## config.mk

```make
export PLATFORM = sky130hd
export DESIGN_NAME = mac_requant
export DESIGN_NICKNAME = d
export VERILOG_FILES = /design/src/rtl/mac_requant.sv
export SDC_FILE = /design/constraint.sdc
export NUM_CORES = 1
export LEC_CHECK = 0
export CORE_UTILIZATION = 55
export CTS_CLUSTER_DIAMETER = 200
export CTS_CLUSTER_SIZE = 25
export DETAILED_ROUTE_END_ITERATION = 12
export GPL_ROUTABILITY_DRIVEN = 0
export PLACE_DENSITY_LB_ADDON = 0.2
export SYNTH_ARGS = -nofsm -noshare
export SYNTH_HDL_FRONTEND = slang
export SYNTH_SLANG_ARGS = --single-unit
```

## constraint.sdc

```tcl
create_clock -name clk -period 4.7 [get_ports clk]
set_clock_uncertainty 0.05 [all_clocks]
set_input_delay 0.705 -clock clk [delete_from_list [all_inputs] [get_ports clk]]
set_output_delay 0.705 -clock clk [all_outputs]
set_load 0.03 [all_outputs]
```

## src/rtl/mac_requant.sv

```systemverilog
// Accumulator-to-feature-map requantizer: 2N-bit Q(2Q) words are rounded half-up,
// saturated to N-bit Q(Q), optionally ReLU-clamped, then buffered in a small output FIFO.
module mac_requant #(
    parameter int unsigned N     = 16,
    parameter int unsigned Q     = 12,
    parameter int unsigned DEPTH = 4
) (
    input  logic           clk,
    input  logic           sclr,
    input  logic           acc_valid_i,
    output logic           acc_ready_o,
    input  logic [2*N-1:0] acc_i,
    input  logic           relu_en_i,
    output logic           out_valid_o,
    input  logic           out_ready_i,
    output logic [N-1:0]   out_o,
    output logic           sat_o,
    input  logic           sat_clr_i,
    output logic [15:0]    sat_cnt_o,
    output logic           busy_o
);

    localparam int unsigned SW = 2 * N + 1;
    localparam int unsigned PW = (DEPTH > 1) ? $clog2(DEPTH) : 1;

    localparam logic [PW+1:0] DepthC = (PW + 2)'(DEPTH);
    localparam logic signed [SW-1:0] RoundC = {{(SW - Q){1'b0}}, 1'b1, {(Q - 1){1'b0}}};
    localparam logic signed [SW-1:0] SatHi  = {{(SW - N + 1){1'b0}}, {(N - 1){1'b1}}};
    localparam logic signed [SW-1:0] SatLo  = {{(SW - N + 1){1'b1}}, {(N - 1){1'b0}}};

    // Stage 1 registers
    logic                 s1_valid_q;
    logic                 s1_relu_q;
    logic signed [SW-1:0] s1_sum_q;

    // FIFO state
    logic [N-1:0]  mem_data_q [DEPTH];
    logic          mem_sat_q  [DEPTH];
    logic [PW-1:0] wr_ptr_q, wr_ptr_d;
    logic [PW-1:0] rd_ptr_q, rd_ptr_d;
    logic [PW:0]   cnt_q, cnt_d;
    logic [15:0]   sat_cnt_q, sat_cnt_d;

    logic          accept;
    logic          push;
    logic          pop;
    logic [PW+1:0] occupancy;

    logic signed [SW-1:0] shifted;
    logic [N-1:0]         res;
    logic                 res_sat;

    // Occupancy counts the word in stage 1 so it always has a FIFO slot next edge.
    assign occupancy   = {1'b0, cnt_q} + {{(PW + 1){1'b0}}, s1_valid_q};
    assign acc_ready_o = (occupancy < DepthC);
    assign accept      = acc_valid_i & acc_ready_o;
    assign push        = s1_valid_q;
    assign out_valid_o = (cnt_q != '0);
    assign pop         = out_valid_o & out_ready_i;
    assign busy_o      = s1_valid_q | out_valid_o;
    assign sat_cnt_o   = sat_cnt_q;
    assign out_o       = out_valid_o ? mem_data_q[rd_ptr_q] : '0;
    assign sat_o       = out_valid_o ? mem_sat_q[rd_ptr_q] : 1'b0;

    always_ff @(posedge clk) begin
        if (sclr) begin
            s1_valid_q <= 1'b0;
            s1_relu_q  <= 1'b0;
            s1_sum_q   <= '0;
        end else begin
            s1_valid_q <= accept;
            if (accept) begin
                s1_relu_q <= relu_en_i;
                s1_sum_q  <= {acc_i[2*N-1], acc_i} + RoundC;
            end
        end
    end

    always_comb begin
        shifted = s1_sum_q >>> Q;
        res     = shifted[N-1:0];
        res_sat = 1'b0;
        if (shifted > SatHi) begin
            res     = SatHi[N-1:0];
            res_sat = 1'b1;
        end else if (shifted < SatLo) begin
            res     = SatLo[N-1:0];
            res_sat = 1'b1;
        end
        // ReLU applies after saturation and never affects the sat flag.
        if (s1_relu_q && res[N-1]) begin
            res = '0;
        end
    end

    always_comb begin
        wr_ptr_d = wr_ptr_q;
        rd_ptr_d = rd_ptr_q;
        cnt_d    = cnt_q;
        if (push) begin
            wr_ptr_d = wr_ptr_q + PW'(1);
        end
        if (pop) begin
            rd_ptr_d = rd_ptr_q + PW'(1);
        end
        unique case ({push, pop})
            2'b10:   cnt_d = cnt_q + (PW + 1)'(1);
            2'b01:   cnt_d = cnt_q - (PW + 1)'(1);
            default: cnt_d = cnt_q;
        endcase
    end

    always_comb begin
        sat_cnt_d = sat_cnt_q;
        if (sat_clr_i) begin
            sat_cnt_d = '0;
        end else if (push && res_sat && (sat_cnt_q != 16'hFFFF)) begin
            sat_cnt_d = sat_cnt_q + 16'd1;
        end
    end

    always_ff @(posedge clk) begin
        if (sclr) begin
            wr_ptr_q  <= '0;
            rd_ptr_q  <= '0;
            cnt_q     <= '0;
            sat_cnt_q <= '0;
        end else begin
            wr_ptr_q  <= wr_ptr_d;
            rd_ptr_q  <= rd_ptr_d;
            cnt_q     <= cnt_d;
            sat_cnt_q <= sat_cnt_d;
        end
    end

    // Storage is not reset; outputs are masked while the FIFO is empty.
    always_ff @(posedge clk) begin
        if (!sclr && push) begin
            mem_data_q[wr_ptr_q] <= res;
            mem_sat_q[wr_ptr_q]  <= res_sat;
        end
    end

endmodule

```

==> flow_summary_export.csv <==
group,metric,value,unit
timing,drv_slew,0,
route,wl_per_cell,17.4,µm
logic_synthesis,syn-num-nets,463,
final_layout,diodes,0,
timing,hold_viol,0,
min_path,hp-start,"s1_sum_q[12]",
timing,worstMarginPinSlew,1190,ps
route,vias_per_cell,5.79,
route,final_antenna_net_count,0,
placed_design,dpl.hpwl,6610,µm
logic_synthesis,syn_area,5110,µm²
route,wl_met2,5250,µm
logic_synthesis,synth-seq-cells,116,
clock_tree,clk_pin_slew_worst_paths,50,ps
route,wl_met3,406,µm
clock_tree,cts_buffers,17,
worst_setup_path,arrival,2600,ps
clock_tree,cts_resized,0,
clock_tree,postCtsSetupBuffers,0,
timing,slew_headroom,20.6,%
floorplan,die_x,98.4,µm
grt,grt_max_degree,38,
floorplan,start_util,57.8,%
placed_design,io_buffers,62,
timing,finalSetupTns,0,ps
route,vias,3475,
route,drcViolationCount,1,
clock_tree,clkLatencyLatePin,500,ps
logic_synthesis,ys.flop_type,"edfxtp_1",
status,violations,"DRC",
worst_setup_path,cp-end-kind,"output pin",
logic_synthesis,netlist_instances,417,
min_path,worstHoldPathType,"flip-flop to flip-flop",
route,first_iter_violations,138,
grt,first_global_vias,3365,
clock_tree,clock_path_buffers,2,
floorplan,core,8850,µm²
route,wl_met1,4620,µm
floorplan,num_io_pins,74,
clock_tree,cts_root_buffer,"clkbuf_8",
final_layout,area_growth,24.6,%
clock_tree,cts_tree,"built",
timing,period_share,71.5,%
floorplan,dieArea,9680,µm²
grt,overflow,0,
floorplan,num_rows,34,
worst_setup_path,start_kind,"flip-flop",
logic_synthesis,synth-edff-count,68,
logic_synthesis,yosysWarnings,0,
floorplan,die_y,98.4,µm
worst_setup_path,cp_max_fo,17,
route,wl,10400,µm
clock_tree,h-tree-depth,4,
logic_synthesis,async_flop_share,0,%
grt,grt_first_pass_wirelength,16700,µm
flow_run,drv_cap,0,
worst_setup_path,critPathKind,"flip-flop to output pin",
worst_setup_path,cp.required,3940,ps
timing,min_period,3360,ps
final_layout,drive_above_1_share,11.2,%
route,highest_layer,"met4",
logic_synthesis,yosysSeqAreaShare,58.7,%
logic_synthesis,post_synth_num_cell_types,42,
clock_tree,cts_sinks,116,
power_and_ir_drop,p_leak,2.14,nW
power_and_ir_drop,vdd_drop_max,0.252,mV
timing,finalSetupViolations,0,
power_and_ir_drop,p_total,3.43,mW
final_layout,nets,525,
timing,max_freq,0.298,GHz
timing,rsz0062_at_grt,"false",
status,run_status,"complete, but fails checks",
clock_tree,hold_buffers,0,
route,firstDrtPassIters,10,
grt,antenna_found_initial,0,
grt,grt_usage,23.0,%
worst_setup_path,reg2reg_from,"cnt_q[0]",
power_and_ir_drop,power_density,538,nW/µm²
logic_synthesis,synth.avg_cell_area,12.3,µm²
metrics by stage:
stage          util [%]  worst slack [ps]  hold slack, ps  std cells  cell area, µm²
2_1_floorplan         -              2330             387        417            5110
3_3_place_gp       65.4              1710             399        568            5790
3_5_place_dp       65.4              1670             398        568            5790
4_1_cts            72.0              1290             424        600            6370
5_1_grt            72.0              1260             452        600            6370
6_report           72.0              1340             426        600            6370
placed cells by master, fill, tap and decap left out, types with 3 or more instances in the layout:
cell,n
xnor2_1,10
clkbuf_16,16
or3_1,11
xor2_1,14
clkinv_2,3
o31ai_1,3
buf_4,3
nand4_1,15
nand3_1,16
a211oi_1,20
and2_1,24
or2_2,3
inv_1,8
nor2_1,39
o21ai_0,9
edfxtp_1,68
a21oi_1,16
bufinv_16,3
mux4_2,17
dfxtp_1,48
clkinvlp_4,3
nor3_1,3
a21o_1,16
nand2_1,18
ha_1,7
clkdlybuf4s50_1,62
nor4_1,4
a31oi_1,4
or4_1,6
cell families (layout without fill, tap and decap cells):
group	after synthesis	count (layout)	share of synthesized area, %
AO/OA/AOI/OAI	71	71	9.06
multiplexers	19	19	7.88
adder cells (fa/ha/maj)	8	8	2.10
AND/OR/NAND/NOR	149	149	15.6
XOR/XNOR	24	24	4.11
buffers and inverters	30	105	2.55
flip-flops	116	116	58.7
metal layers:
metal,GRT usage [%],vias to the layer above
li1,-,1691
met1,28.9,1672
met2,39.4,104
met3,4.89,8
met4,8.61,0
met5,0,-
final timing paths:
kind,slack (ps),to,cells after the start
min,430,s1_sum_q[12],2
max reg2reg,2180,cnt_q[2],8
min reg2reg,430,s1_sum_q[12],2
max,1340,out_o[14],3
critical path: stages, from the launching register on:
cell             delay [ps]
dfxtp_1                 850
mux4_2                  450
and2_1                  190
clkdlybuf4s50_1         600
cells in the mapped netlist, drive strengths merged (3+ instances only):
library cell   n  area [µm²]
a21oi         16        80.1
nor2          39         146
a21o          16         120
ha             7        87.6
dfxtp         48         961
nor3           3        15.0
or4            6        45.0
a211oi        20         150
xnor2         10        87.6
o31ai          3        22.5
a31oi          4        25.0
and2          25         156
nor4           4        25.0
clkbuf        15        56.3
nand4         15        93.8
or3           11        68.8
nand2         18        67.6
xor2          14         123
edfxtp        68        2040
buf            7        43.8
o21ai         10        50.0
or2            3        18.8
mux4          17         383
nand3         16        80.1
inv            8        30.0
sequential cells by signal, indices dropped and copies added (netlist names), named ones only:
signal and cells:
rd_ptr_q 2, mem_sat_q 4, cnt_q 3, sat_cnt_o 16, push 1, wr_ptr_q 2
mem_data_q 64, s1_sum_q 21, s1_relu_q 1
final cells by class:
type                            count  area, µm²
Inverter                            8       30.0
Tap cell                          108        135
Multi-Input combinational cell    271       1980
Fill cell                         614       2480
Timing Repair Buffer               65        643
Sequential cell                   116       3000
Clock buffer                       18        418
Clock inverter                     14        161
where the power goes:
part           switching (mW)  internal [mW]
sequential             0.0494           1.19
combinational           0.540          0.408
clock                   0.438          0.802
Power figures use the tool's default switching activity.
